==> config.mk <==
export PLATFORM = sky130hd
export DESIGN_NAME = fib_wb_capture_flat
export DESIGN_NICKNAME = d
export VERILOG_FILES = /design/src/rtl/fib_wb_capture_pkg.sv /design/src/rtl/fib_wb_capture_if.sv /design/src/rtl/fib_wb_capture_fifo.sv /design/src/rtl/fib_wb_capture.sv /design/src/flat_wrapper.sv
export SDC_FILE = /design/constraint.sdc
export NUM_CORES = 1
export LEC_CHECK = 0
export ABC_AREA = 1
export CAP_MARGIN = 10
export CORE_ASPECT_RATIO = 1.25
export CORE_MARGIN = 8
export CORE_UTILIZATION = 50
export CTS_CLUSTER_SIZE = 8
export DETAILED_ROUTE_END_ITERATION = 10
export MAX_ROUTING_LAYER = met4
export PLACE_DENSITY = 0.73
export SLEW_MARGIN = 20
export SYNTH_ARGS = -nofsm -noshare
export SYNTH_HDL_FRONTEND = slang
export SYNTH_SLANG_ARGS = --single-unit
==> constraint.sdc <==
create_clock -name clk -period 6.7 [get_ports clk]
set_input_delay 1.34 -clock clk [delete_from_list [all_inputs] [get_ports clk]]
set_output_delay 1.34 -clock clk [all_outputs]
set_load 0.05 [all_outputs]
==> src/rtl/fib_wb_capture_pkg.sv <==
// Shared constants and register decode for the Fibonacci value capture block.
package fib_pkg;

    localparam logic [7:0] FIB_CTRL   = 8'h00;
    localparam logic [7:0] FIB_STATUS = 8'h04;
    localparam logic [7:0] FIB_DATA   = 8'h08;
    localparam logic [7:0] FIB_COUNT  = 8'h0C;

    localparam int CTRL_EN_BIT      = 0;
    localparam int CTRL_ONESHOT_BIT = 1;
    localparam int CTRL_CLR_BIT     = 2;
    localparam int CTRL_DIV_LSB     = 8;
    localparam int FIB_DIV_W        = 8;

    localparam int STAT_LEVEL_W     = 8;
    localparam int STAT_EMPTY_BIT   = 16;
    localparam int STAT_FULL_BIT    = 17;
    localparam int STAT_OVF_BIT     = 18;
    localparam int STAT_WRAP_BIT    = 19;

    typedef enum logic [2:0] {
        REG_CTRL,
        REG_STATUS,
        REG_DATA,
        REG_COUNT,
        REG_RSVD
    } fib_reg_e;

    // Maps a word index inside the claimed page onto a register selector.
    function automatic fib_reg_e fib_decode(input logic [5:0] word);
        fib_reg_e sel;
        case (word)
            FIB_CTRL[7:2]:   sel = REG_CTRL;
            FIB_STATUS[7:2]: sel = REG_STATUS;
            FIB_DATA[7:2]:   sel = REG_DATA;
            FIB_COUNT[7:2]:  sel = REG_COUNT;
            default:         sel = REG_RSVD;
        endcase
        return sel;
    endfunction

endpackage

==> src/rtl/fib_wb_capture_if.sv <==
// Wishbone classic slave bus bundle for the capture block.
interface fib_wb_capture_if;
    logic        wbs_stb_i;
    logic        wbs_cyc_i;
    logic        wbs_we_i;
    logic [3:0]  wbs_sel_i;
    logic [31:0] wbs_adr_i;
    logic [31:0] wbs_dat_i;
    logic        wbs_ack_o;
    logic [31:0] wbs_dat_o;

    modport slave (
        input  wbs_stb_i, wbs_cyc_i, wbs_we_i, wbs_sel_i, wbs_adr_i, wbs_dat_i,
        output wbs_ack_o, wbs_dat_o
    );

    modport master (
        output wbs_stb_i, wbs_cyc_i, wbs_we_i, wbs_sel_i, wbs_adr_i, wbs_dat_i,
        input  wbs_ack_o, wbs_dat_o
    );
endinterface

==> src/rtl/fib_wb_capture_fifo.sv <==
// Small synchronous FIFO holding captured samples; pointers carry an extra wrap bit.
module fib_sync_fifo #(
    parameter int WIDTH = 32,
    parameter int DEPTH = 8
) (
    input  logic                       clk,
    input  logic                       reset,
    input  logic                       i_push,
    input  logic                       i_pop,
    input  logic                       i_clear,
    input  logic [WIDTH-1:0]           i_data,
    output logic [WIDTH-1:0]           o_head,
    output logic [$clog2(DEPTH):0]     o_level,
    output logic                       o_empty,
    output logic                       o_full
);
    localparam int AW = $clog2(DEPTH);

    logic [AW:0]      r_wr_ptr;
    logic [AW:0]      r_rd_ptr;
    logic [WIDTH-1:0] r_mem [DEPTH];
    logic             w_do_push;
    logic             w_do_pop;

    assign o_empty   = (r_wr_ptr == r_rd_ptr);
    assign o_full    = (r_wr_ptr[AW] != r_rd_ptr[AW]) &&
                       (r_wr_ptr[AW-1:0] == r_rd_ptr[AW-1:0]);
    assign o_level   = r_wr_ptr - r_rd_ptr;
    assign o_head    = r_mem[r_rd_ptr[AW-1:0]];
    // A full FIFO still accepts a push when the head is leaving in the same cycle.
    assign w_do_push = i_push && (!o_full || i_pop);
    assign w_do_pop  = i_pop && !o_empty;

    // Pointer update; clear dominates any concurrent push or pop.
    always_ff @(posedge clk or posedge reset) begin
        if (reset) begin
            r_wr_ptr <= '0;
            r_rd_ptr <= '0;
        end else if (i_clear) begin
            r_wr_ptr <= '0;
            r_rd_ptr <= '0;
        end else begin
            if (w_do_push) r_wr_ptr <= r_wr_ptr + 1'b1;
            if (w_do_pop)  r_rd_ptr <= r_rd_ptr + 1'b1;
        end
    end

    // Storage write; contents are only ever observed through a valid head.
    always_ff @(posedge clk) begin
        if (w_do_push && !i_clear) r_mem[r_wr_ptr[AW-1:0]] <= i_data;
    end
endmodule

==> src/rtl/fib_wb_capture.sv <==
// Samples the generator value at a programmable rate into a FIFO and exposes
// the samples, level, overflow and wrap flags over a Wishbone slave port.
module fib_wb_capture
    import fib_pkg::*;
#(
    parameter int          WIDTH     = 32,
    parameter int          DEPTH     = 8,
    parameter logic [31:0] BASE_ADDR = 32'h3000_0000
) (
    input  logic             clk,
    input  logic             reset,
    input  logic [WIDTH-1:0] value_i,
    fib_wb_capture_if.slave  wb
);
    localparam int LW = $clog2(DEPTH) + 1;

    logic                 w_claimed;
    logic                 w_req;
    logic                 w_ctrl_wr;
    logic                 w_clr;
    logic                 w_data_rd;
    logic                 w_pop;
    logic                 w_sample;
    logic                 w_full_eff;
    logic                 w_push;
    logic                 w_drop;
    fib_reg_e             w_reg;
    logic [31:0]          w_rd_data;
    logic [WIDTH-1:0]     w_head;
    logic [LW-1:0]        w_level;
    logic                 w_empty;
    logic                 w_full;
    logic                 w_unused;

    logic                 r_en;
    logic                 r_oneshot;
    logic [FIB_DIV_W-1:0] r_div;
    logic [FIB_DIV_W-1:0] r_div_cnt;
    logic [31:0]          r_count;
    logic                 r_ovf;
    logic                 r_wrap;
    logic                 r_have_last;
    logic [WIDTH-1:0]     r_last;
    logic                 r_ack;
    logic [31:0]          r_dat;

    assign w_claimed  = (wb.wbs_adr_i[31:8] == BASE_ADDR[31:8]);
    assign w_req      = wb.wbs_stb_i && wb.wbs_cyc_i && w_claimed && !r_ack;
    assign w_reg      = fib_decode(wb.wbs_adr_i[7:2]);
    assign w_ctrl_wr  = w_req && wb.wbs_we_i && (w_reg == REG_CTRL);
    assign w_clr      = w_ctrl_wr && wb.wbs_sel_i[0] && wb.wbs_dat_i[CTRL_CLR_BIT];
    assign w_data_rd  = w_req && !wb.wbs_we_i && (w_reg == REG_DATA);
    assign w_pop      = w_data_rd && !w_empty;
    assign w_sample   = r_en && (r_div_cnt == r_div);
    assign w_full_eff = w_full && !w_pop;
    assign w_push     = w_sample && !w_full_eff && !w_clr;
    assign w_drop     = w_sample && w_full_eff && !w_clr;

    assign wb.wbs_ack_o = r_ack;
    assign wb.wbs_dat_o = r_dat;

    assign w_unused = ^{wb.wbs_sel_i[3:2], wb.wbs_adr_i[1:0],
                        wb.wbs_dat_i[31:16], wb.wbs_dat_i[7:3]};

    fib_sync_fifo #(
        .WIDTH (WIDTH),
        .DEPTH (DEPTH)
    ) u_fifo (
        .clk     (clk),
        .reset   (reset),
        .i_push  (w_push),
        .i_pop   (w_pop),
        .i_clear (w_clr),
        .i_data  (value_i),
        .o_head  (w_head),
        .o_level (w_level),
        .o_empty (w_empty),
        .o_full  (w_full)
    );

    // Read-data mux for the addressed register; DATA reads 0 when nothing is queued.
    always_comb begin
        w_rd_data = '0;
        case (w_reg)
            REG_CTRL: begin
                w_rd_data[CTRL_EN_BIT]                  = r_en;
                w_rd_data[CTRL_ONESHOT_BIT]             = r_oneshot;
                w_rd_data[CTRL_DIV_LSB +: FIB_DIV_W]    = r_div;
            end
            REG_STATUS: begin
                w_rd_data[LW-1:0]                       = w_level;
                w_rd_data[STAT_EMPTY_BIT]               = w_empty;
                w_rd_data[STAT_FULL_BIT]                = w_full;
                w_rd_data[STAT_OVF_BIT]                 = r_ovf;
                w_rd_data[STAT_WRAP_BIT]                = r_wrap;
            end
            REG_DATA: begin
                if (!w_empty) w_rd_data[WIDTH-1:0] = w_head;
            end
            REG_COUNT: begin
                w_rd_data = r_count;
            end
            default: begin
                w_rd_data = '0;
            end
        endcase
    end

    // Control register; a oneshot overflow disables capture unless firmware writes EN now.
    always_ff @(posedge clk or posedge reset) begin
        if (reset) begin
            r_en      <= 1'b0;
            r_oneshot <= 1'b0;
            r_div     <= '0;
        end else begin
            if (w_ctrl_wr && wb.wbs_sel_i[0]) begin
                r_en      <= wb.wbs_dat_i[CTRL_EN_BIT];
                r_oneshot <= wb.wbs_dat_i[CTRL_ONESHOT_BIT];
            end else if (w_drop && r_oneshot) begin
                r_en <= 1'b0;
            end
            if (w_ctrl_wr && wb.wbs_sel_i[1]) begin
                r_div <= wb.wbs_dat_i[CTRL_DIV_LSB +: FIB_DIV_W];
            end
        end
    end

    // Rate divider; any CTRL write restarts the sampling phase.
    always_ff @(posedge clk or posedge reset) begin
        if (reset) begin
            r_div_cnt <= '0;
        end else if (w_ctrl_wr || !r_en) begin
            r_div_cnt <= '0;
        end else if (w_sample) begin
            r_div_cnt <= '0;
        end else begin
            r_div_cnt <= r_div_cnt + FIB_DIV_W'(1);
        end
    end

    // Sample count, sticky flags and last-pushed value for the wrap comparison.
    always_ff @(posedge clk or posedge reset) begin
        if (reset) begin
            r_count     <= '0;
            r_ovf       <= 1'b0;
            r_wrap      <= 1'b0;
            r_have_last <= 1'b0;
            r_last      <= '0;
        end else if (w_clr) begin
            r_count     <= '0;
            r_ovf       <= 1'b0;
            r_wrap      <= 1'b0;
            r_have_last <= 1'b0;
            r_last      <= '0;
        end else begin
            if (w_push) begin
                r_count     <= r_count + 32'd1;
                r_last      <= value_i;
                r_have_last <= 1'b1;
                if (r_have_last && (value_i < r_last)) r_wrap <= 1'b1;
            end
            if (w_drop && !r_oneshot) r_ovf <= 1'b1;
        end
    end

    // Registered single-cycle acknowledge with data valid only in the ack cycle.
    always_ff @(posedge clk or posedge reset) begin
        if (reset) begin
            r_ack <= 1'b0;
            r_dat <= '0;
        end else if (w_req) begin
            r_ack <= 1'b1;
            r_dat <= wb.wbs_we_i ? 32'd0 : w_rd_data;
        end else begin
            r_ack <= 1'b0;
            r_dat <= '0;
        end
    end
endmodule

==> src/flat_wrapper.sv <==
// flat-port wrapper written by rule: the top's interface ports become plain ports
module fib_wb_capture_flat import fib_pkg::*;
#(
    parameter int          WIDTH     = 32,
    parameter int          DEPTH     = 8,
    parameter logic [31:0] BASE_ADDR = 32'h3000_0000
)
  (clk, reset, value_i, wb_wbs_stb_i, wb_wbs_cyc_i, wb_wbs_we_i, wb_wbs_sel_i, wb_wbs_adr_i, wb_wbs_dat_i, wb_wbs_ack_o, wb_wbs_dat_o);
  fib_wb_capture_if wb_i ();
  input  logic clk;
  input  logic reset;
  input  logic [WIDTH-1:0] value_i;
  input wire logic [$bits(wb_i.wbs_stb_i)-1:0] wb_wbs_stb_i;
  input wire logic [$bits(wb_i.wbs_cyc_i)-1:0] wb_wbs_cyc_i;
  input wire logic [$bits(wb_i.wbs_we_i)-1:0] wb_wbs_we_i;
  input wire logic [$bits(wb_i.wbs_sel_i)-1:0] wb_wbs_sel_i;
  input wire logic [$bits(wb_i.wbs_adr_i)-1:0] wb_wbs_adr_i;
  input wire logic [$bits(wb_i.wbs_dat_i)-1:0] wb_wbs_dat_i;
  output wire logic [$bits(wb_i.wbs_ack_o)-1:0] wb_wbs_ack_o;
  output wire logic [$bits(wb_i.wbs_dat_o)-1:0] wb_wbs_dat_o;
  assign wb_i.wbs_stb_i = wb_wbs_stb_i;
  assign wb_i.wbs_cyc_i = wb_wbs_cyc_i;
  assign wb_i.wbs_we_i = wb_wbs_we_i;
  assign wb_i.wbs_sel_i = wb_wbs_sel_i;
  assign wb_i.wbs_adr_i = wb_wbs_adr_i;
  assign wb_i.wbs_dat_i = wb_wbs_dat_i;
  assign wb_wbs_ack_o = wb_i.wbs_ack_o;
  assign wb_wbs_dat_o = wb_i.wbs_dat_o;
  fib_wb_capture #(.WIDTH(WIDTH), .DEPTH(DEPTH), .BASE_ADDR(BASE_ADDR)) u_core (.clk(clk), .reset(reset), .value_i(value_i), .wb(wb_i));
endmodule
Yosys cells after proc, flatten, opt, wreduce, memory -nomap -nowiden
Memory sizes are Yosys's and may differ from the RTL's.
Index checks and enable logic that the tools add are counted.
Storage, ports and cells
  memory bits (writable): 256
  register bits after elaboration: 126
  word-level logic and storage cells: 107
  memories: 1
  output and inout port bits: 33
  bits of input ports: 105
Memories
  u_core.u_fifo.r_mem: words 8, bits a word 32, rd ports 1, clocked after memory_dff 0, wr ports 1, line fib_wb_capture_fifo.sv:21  | logic [WIDTH-1:0] r_mem [DEPTH];
Operators by class
  reductions and logical operators: 44
  magnitude comparators: 1
  muxes and demuxes: 32
  add/sub/neg operators: 5
  equal/unequal tests: 11
Operators with widths (count)
  $mux W32: 7
  $add A32 B1 Y32 const B: 1
  $lt A32 B32 Y1: 1
  $eq A24 B22 Y1 const B: 1
  $logic_and A1 B1 Y1: 24
  $pmux W12 S2: 1
  $pmux W8 S3: 1
  $mux W4: 4
  $mux W8: 2
  $eq A6 B2 Y1 const B: 2
  $mux W1: 12
  $pmux W3 S4: 1
  $pmux W4 S3: 1
  $reduce_bool A2 Y1: 6
  $logic_not A1 Y1: 9
  $add A4 B1 Y4 const B: 2
  $add A8 B1 Y8 const B: 1
  $eq A8 B8 Y1: 1
  $pmux W2 S4: 1
  $pmux W4 S2: 1
  $eq A3 B2 Y1 const B: 2
  $eq A6 B1 Y1 const B: 1
  $logic_not A6 Y1: 1
  $pmux W2 S3: 1
  8 further kinds: 9

Longest topological paths before layout
Gate-level depths: netlist of the first run.
  depth in word-level cells: 15
  depth in mapped cells: 16
  gate-level depth less buffers: 15

By module
A second synthesis of the first run with hierarchy kept.
Second synthesis, totals
  cells, all modules: 1757
  area, all modules: 17461.7 um2
Modules (own cells, without submodules)
  fib_sync_fifo: seq. area each 7887.6 um2, area each 10697.8 um2, cells each 887, times used 1
  fib_wb_capture: seq. area each 2952.8 um2, area each 6764.0 um2, cells each 870, times used 1

Worst setup path after synthesis of the first run
Ideal clock, no wire load.
  path type: input port to flip-flop
  start: input port wb_wbs_adr_i[5]
  end: memory u_core.u_fifo.r_mem[1][0] (enable)
  arrival time: 3886 ps
  setup slack: 2393 ps
  data required time: 6279 ps
  library setup time: 421 ps
  stages: 10
  buffers on the path: 1
  path through: nor2_1 > nand4_1 > nor2_2 > nand3_2 > nand2_1 > nand2_1 > buf_6 > nor2_8 > nand2_1 > nor2_1
Between the ends
  word-level cells in the longest chain between the ends: 14
  elaborated cells between the ends (all ways): 23
  classes of those cells: eq/ne (4); mux (3); reduce/logical (16)
RTL lines
  start: declaration: line flat_wrapper.sv:17  | input wire logic [$bits(wb_i.wbs_adr_i)-1:0] wb_wbs_adr_i;
  $eq A6 B2 Y1, or another cell as far along: line fib_wb_capture_pkg.sv:32  | case (word)
  $pmux W3 S4 *: line fib_wb_capture_pkg.sv:32
  $eq A3 B2 Y1: line fib_wb_capture.sv:52  | assign w_data_rd = w_req && !wb.wbs_we_i && (w_reg == REG_DATA);
  $logic_and A1 B1 Y1: line fib_wb_capture.sv:52
  $logic_and A1 B1 Y1: line fib_wb_capture.sv:53  | assign w_pop = w_data_rd && !w_empty;
  $logic_not A1 Y1: line fib_wb_capture.sv:55  | assign w_full_eff = w_full && !w_pop;
  $logic_and A1 B1 Y1: line fib_wb_capture.sv:55
  $logic_not A1 Y1: line fib_wb_capture.sv:56  | assign w_push = w_sample && !w_full_eff && !w_clr;
  $logic_and A1 B1 Y1 (2 in a row): line fib_wb_capture.sv:56
  $logic_and A1 B1 Y1: line fib_wb_capture_fifo.sv:31  | assign w_do_push = i_push && (!o_full || i_pop);
  $logic_and A1 B1 Y1 *: line fib_wb_capture_fifo.sv:50  | if (w_do_push && !i_clear) r_mem[r_wr_ptr[AW-1:0]] <= i_data;
  $mux W1 *: line fib_wb_capture_fifo.sv:50
  $mux W1 (implied by the code) *: line fib_wb_capture_fifo.sv:50
  end: declaration: line fib_wb_capture_fifo.sv:21
Mark *: on every way between the ends. The rest lies on a longest branch, timed or not.

Worst setup path after layout of the first run
  start: input port wb_wbs_adr_i[3]
  end: memory u_core.u_fifo.r_mem[5][31] (enable)
The elaborated chain is that of the path after synthesis.

==> results of run 1 <==
routing by layer:
| layer | routed length [µm] | vias to the layer above | global-route usage |
|---|---|---|---|
| met3 | 3020 | 95 | 0.0304 |
| li1 | - | 5789 | - |
| met4 | 1430 | 0 | 0.0914 |
| met2 | 21700 | 494 | 0.376 |
| met5 | 0 | - | - |
| met1 | 17400 | 6030 | 0.266 |
power by group through the flow:
stage                     sequential (µW)  clock [µW]  combinational, µW
after floorplan                      2570           0               31.5
after CTS                            2530        2450                122
after global routing                 2520        2540                134
after detailed placement             2570           0                121
final                                2530        2410                121
after global placement               2570           0                117
cells in the mapped netlist:
master and instances:
a211oi_1 1, a21oi_1 43, a22oi_1 2, a31oi_1 15, buf_2 9, buf_6 5, clkbuf_1 61, clkbuf_4 1
dfrtp_1 126, edfxtp_1 256, fa_1 1, ha_1 38, inv_1 132, inv_2 2, mux2i_1 9, nand2_1 222
nand2_2 2, nand2_4 1, nand3_1 75, nand3_2 1, nand3b_1 2, nand4_1 20, nor2_1 219, nor2_2 5
nor2_4 2, nor2_8 1, nor3_1 28, nor3b_1 1, nor4_1 5, nor4_2 1, o211a_1 1, o211ai_1 20
o21a_1 2, o21ai_0 152, o21ai_1 4, o21ai_2 28, o221ai_1 45, o22ai_1 21, xnor2_1 10, xor2_1 17
stage by stage:
stage          power (µW)  std cells  cell area [µm²]  worst slack [ns]  hold slack, ns
2_1_floorplan        2600       1586            17000              2.00           0.443
3_3_place_gp         2690       2064            18600              1.58           0.459
3_5_place_dp         2690       2064            18600              1.51           0.469
4_1_cts              5090       2156            20100              2.08           0.476
5_1_grt              5200       2157            20100              1.86           0.480
6_report             5060       2157            20100              2.10           0.478
cell families after synthesis:
kind of cell | share of synthesized area
flops | 0.636
simple gates | 0.145
mux | 0.00529
fa+ha+maj | 0.0291
buf+inv | 0.0494
compound gates | 0.121
xor+xnor | 0.0139
sequential cells by signal, indices dropped and copies added (netlist names):
name                    cells
u_core.r_oneshot            1
u_core.r_en                 1
u_core.u_fifo.r_rd_ptr      4
u_core.wb.wbs_dat_o        32
u_core.r_have_last          1
u_core.r_wrap               1
u_core.r_div                8
u_core.r_ovf                1
u_core.wb.wbs_ack_o         1
u_core.r_last              32
u_core.u_fifo.r_mem       256
u_core.r_div_cnt            8
u_core.u_fifo.r_wr_ptr      4
u_core.r_count             32
cells in the final DEF (no fill, tap or decap), drive strengths merged:
cell type        n
a211oi           1
a21oi           43
a22oi            2
a31oi           15
buf             19
clkbuf          90
clkdlybuf4s50  112
dfrtp          126
diode            1
edfxtp         256
fa               1
ha              38
inv            136
mux2i            9
nand2          225
nand3           76
nand3b           2
nand4           20
nor2           227
nor3            28
nor3b            1
nor4             6
o211a            1
o211ai          20
o21a             2
o21ai          184
o221ai          45
o22ai           21
xnor2           10
xor2            17
layout make-up:
class | count | share of cell area
Clock inverter | 2 | 0.000873
Antenna cell | 1 | 0.000125
Sequential cell | 382 | 0.541
Multi-Input combinational cell | 994 | 0.270
Timing Repair Buffer | 131 | 0.0630
Tap cell | 423 | 0.0264
Inverter | 134 | 0.0253
Clock buffer | 90 | 0.0736
critical path, stage by stage:
cell,delay [ns]
clkdlybuf4s50_1,0.57
nor2_1,0.09
nand3_1,0.11
inv_1,0.20
nand3_1,0.18
nor2_2,0.07
nand2_2,0.29
inv_2,0.14
nor2_8,0.49
nand2_1,0.35
nor2_4,0.55
buf_4,0.42
path summary, 6_finish.rpt:
kind | end | cells after the start
worst min-delay path | u_core.r_div_cnt[0]$_DFF_PP0_ | 1
min in group asynchronous | u_core.wb.wbs_dat_o[8]$_DFF_PP0_ | 2
worst max-delay path | u_core.u_fifo.r_mem[5][31]$_DFFE_PP_ | 12
max in group asynchronous | u_core.r_last[25]$_DFFE_PP0P_ | 3
worst max register to register | u_core.u_fifo.r_mem[5][31]$_DFFE_PP_ | 13
worst min register to register | u_core.r_div_cnt[0]$_DFF_PP0_ | 1
==> impl_metrics.ini, run 1 <==
[outcome]
status = finished, final reports clean

[clock_network]
insertion_delay_ns = 0.57
numCtsBuffers = 53
h-tree-depth = 2
cts_sinks = 382
clock_path_buffers = 3
hold_buffers = 0
ctsResizeCount = 0
clk_pin_slew_worst_paths_ns = 0.05
cts_setup_buffers = 0
cts-root-buf = clkbuf_16
cts_tree = done

[setup_path]
cp.arrival_ns = 4.82
critPathRequiredTime_ns = 6.92
rrSetupSlack_ns = 2.35
cp_max_fo = 37
crit_type = in -> reg
startpoint = wb_wbs_adr_i[3]
crit_path_end_kind = register
r2r_start = u_core.u_fifo.r_rd_ptr[1]$_DFFE_PP0P_
critPathLaunchType = primary input

[die]
die_x_um = 181
start_util = 0.507
io_pins = 138
dieArea_um2 = 40300
rows = 75
core_um2 = 33600
chipHeight_um = 222

[detailed_routing]
route.detailed.drc = 0
ant_nets = 0
viasPerCell = 5.75
dr.pass1.iters = 5
drtIter0Drc = 1125
num_vias = 12408
routed_wirelength_um = 43500
routedWlPerCell_um = 20.2

[timing]
min_period_ns = 4.60
setup_viol = 0
hold_viol = 0
rsz0062_at_grt = false
slew_violations = 0
fin_crit_sh = 0.687
worst_slew_pin_slew_ns = 0.883
slew_headroom = 0.406
skew_ns = 0.0201
setup-tns-final_ns = 0
max_freq_mhz = 217

[synthesis]
synth_cell_type_count = 40
syn_area_per_cell_um2 = 10.7
netlist_area_um2 = 17000
netlist.area_leader.share = 0.451
ys_seq_elements = 382
ys_warn_count = 0
synth.net_count = 1730
yosys.area.top_type = edfxtp_1
seq_area_frac_synth = 0.636
ys_top_cells_by_area = edfxtp_1 (45%), dfrtp_1 (19%), nand2_1 (4.9%), nor2_1 (4.8%), o21ai_0 (4.5%)
synth_cells = 1586

[pwr]
irDropWorstVdd_uv = 196
internal_power_uw = 4050
p_switching_uw = 1010
swShare = 0.199
power_density_nw_per_um2 = 252
p_comb_frac = 0.024
power.leakage_uw = 0.00778
seq_power_share = 0.500
p_clk_frac = 0.477

[layout]
area_delta_synth_final_pct = 17.7
nNetsFinal = 1840
multi_input_area_um2 = 5410
n_fill_cell = 2707
drive_gt1_frac = 0.0756
final_util = 0.597
regArea_um2 = 10800

[global_routing]
grt_pass1_vias = 12661
grt_max_degree = 89
grt_usage = 0.222
grt_pass1_wl_um = 69000
grt.overflow.total = 0
antenna_found_initial = 1

[placement]
dp_hpwl_um = 26800
io_buffers = 112
place_congestion = 0.915

[worst_hold_path]
hold_path_class = reg -> reg
min_from = u_core.r_div_cnt[0]$_DFF_PP0_

[job]
max_cap_viol_count = 0
No activity file was read; power rests on OpenSTA's default activity.
==> inputs of run 2 (changes only) <==
Clock period 6.7 ns to 4.8 ns, I/O delays scaled along.
==> impl_metrics.ini, run 2 (same netlist as run 1, synthesis figures left out) <==
[outcome]
status = finished, final reports clean

[setup_path]
crit_path_frequent_cell = nand2_1
rrSetupSlack_ns = 1.43
slowest_stage = nor2_4
cp.arrival_ns = 3.86
crit_path_end_kind = register
cp_slowest_stage_delay_ns = 0.63
cp_max_fo = 18
critPathTopFamily = simple AND/OR/NAND/NOR gates
worst-path-buf-inv = 3
crit_type = in -> reg
worstPathCellList = clkdlybuf4s50_1 > inv_1 > nor2_1 > nand2_1 > nor2_1 > nand2_1 > nor2_4 > nand3_2 > nand2_1 > nand2_1 > nor2_8 > nand2_1 > nor2_4 > buf_16
critPathLaunchType = primary input
critPathRequiredTime_ns = 5.06

[timing]
fin_crit_sh = 0.749
skew_ns = 0.0131
hold_slack_ns = 0.477
slew_headroom = 0.366
rsz0062_at_grt = false
worst_slew_pin_slew_ns = 0.950
setup_viol = 0
slew_violations = 0
max_freq_mhz = 278
min_period_ns = 3.60
hold_viol = 0
setup-tns-final_ns = 0

[detailed_routing]
ant_nets = 0
routed_wirelength_um = 43700
routedWlPerCell_um = 20.2
num_vias = 12456
viasPerCell = 5.75
drtIter0Drc = 1296
route.detailed.drc = 0
dr.pass1.iters = 5

[layout]
stdcell_count = 2165
nNetsFinal = 1847
final_common_cell = edfxtp_1
drive_gt1_frac = 0.0787
largest_reg_flops = 256
layout_common_cells = edfxtp_1 (256), nand2_1 (222), nor2_1 (210)
final_util = 0.601
regArea_um2 = 10800
area_delta_synth_final_pct = 18.6
multi_input_area_um2 = 5410
n_fill_cell = 2650

[pwr]
p_clk_frac = 0.476
p_comb_frac = 0.024
irDropWorstVdd_uv = 201
swShare = 0.200
seq_power_share = 0.500
p_switching_uw = 1410
internal_power_uw = 5640
power_density_nw_per_um2 = 349
power.leakage_uw = 0.00783

[global_routing]
grt_pass1_vias = 12637
grt.overflow.total = 0
grt_pass1_wl_um = 68500
grt_max_degree = 96
antenna_found_initial = 1
grt_usage = 0.221

[clock_network]
cts_sinks = 382
h-tree-depth = 2
clock_path_buffers = 3
cts_setup_buffers = 0
cts-root-buf = clkbuf_16
numCtsBuffers = 53
ctsResizeCount = 0
cts_tree = done
hold_buffers = 0
insertion_delay_ns = 0.56
clk_pin_slew_worst_paths_ns = 0.05

[die]
io_pins = 138
chipHeight_um = 222
rows = 75
start_util = 0.507
dieArea_um2 = 40300
core_um2 = 33600
die_x_um = 181

[worst_hold_path]
hold_path_class = reg -> reg

[placement]
place_inst = 2068
place_congestion = 0.925
dp_hpwl_um = 27300
io_buffers = 112

[job]
max_cap_viol_count = 0
## run 2: path summary, 6_finish.rpt
kind / startpoint / endpoint / cells after the start
hold / removal: u_core.r_div_cnt[0]$_DFF_PP0_ / u_core.r_div_cnt[0]$_DFF_PP0_ / 1
hold reg to reg: u_core.r_div_cnt[0]$_DFF_PP0_ / u_core.r_div_cnt[0]$_DFF_PP0_ / 1
setup reg to reg: u_core.u_fifo.r_wr_ptr[0]$_DFFE_PP0P_ / u_core.u_fifo.r_mem[3][5]$_DFFE_PP_ / 12
max in group asynchronous: reset / u_core.r_last[0]$_DFFE_PP0P_ / 3
setup / recovery: wb_wbs_stb_i / u_core.u_fifo.r_mem[3][5]$_DFFE_PP_ / 14
min in group asynchronous: reset / u_core.wb.wbs_dat_o[12]$_DFF_PP0_ / 2
## run 2: metrics by stage
step | total power [µW] | instance area, µm² | setup WS [ns]
6_report | 7050 | 20200 | 1.20
5_1_grt | 7250 | 20200 | 0.977
4_1_cts | 7100 | 20100 | 1.03
3_5_place_dp | 3760 | 18600 | 0.462
3_3_place_gp | 3750 | 18600 | 0.474
2_1_floorplan | 3630 | 17000 | 0.484
## run 2: power groups by stage
stage	Clock [µW]	Combinational (µW)	Sequential, µW
2_1_floorplan	0	43.9	3590
3_3_place_gp	0	163	3590
3_5_place_dp	0	168	3590
4_1_cts	3400	169	3530
5_1_grt	3540	185	3520
6_report	3360	167	3530
## run 2: metal layers
layer | share of wire | vias up | track usage
li1 | - | 5811 | -
met1 | 0.40 | 6034 | 0.263
met2 | 0.50 | 513 | 0.367
met3 | 0.067 | 98 | 0.0408
met4 | 0.033 | 0 | 0.0917
met5 | 0 | - | -
## run 2: layout make-up
cell class,instances,area share
repair buffers,138,0.0698
clock buffers,91,0.0727
flip-flops and latches,382,0.537
inverters,134,0.0252
well taps,423,0.0262
diodes,1,0.000124
clock inverters,2,0.000867
multi-input cells,994,0.268
## run 2: worst reg2reg max path, cell delays in order (launching register included)
cell,delay [ns]
dfrtp_1,0.39
inv_1,0.11
ha_1,0.33
nand3_1,0.12
nor2_1,0.09
nor2_2,0.14
nand3_2,0.16
nand2_1,0.09
nand2_1,0.13
nor2_8,0.34
nand2_1,0.27
nor2_4,0.64
buf_16,0.24
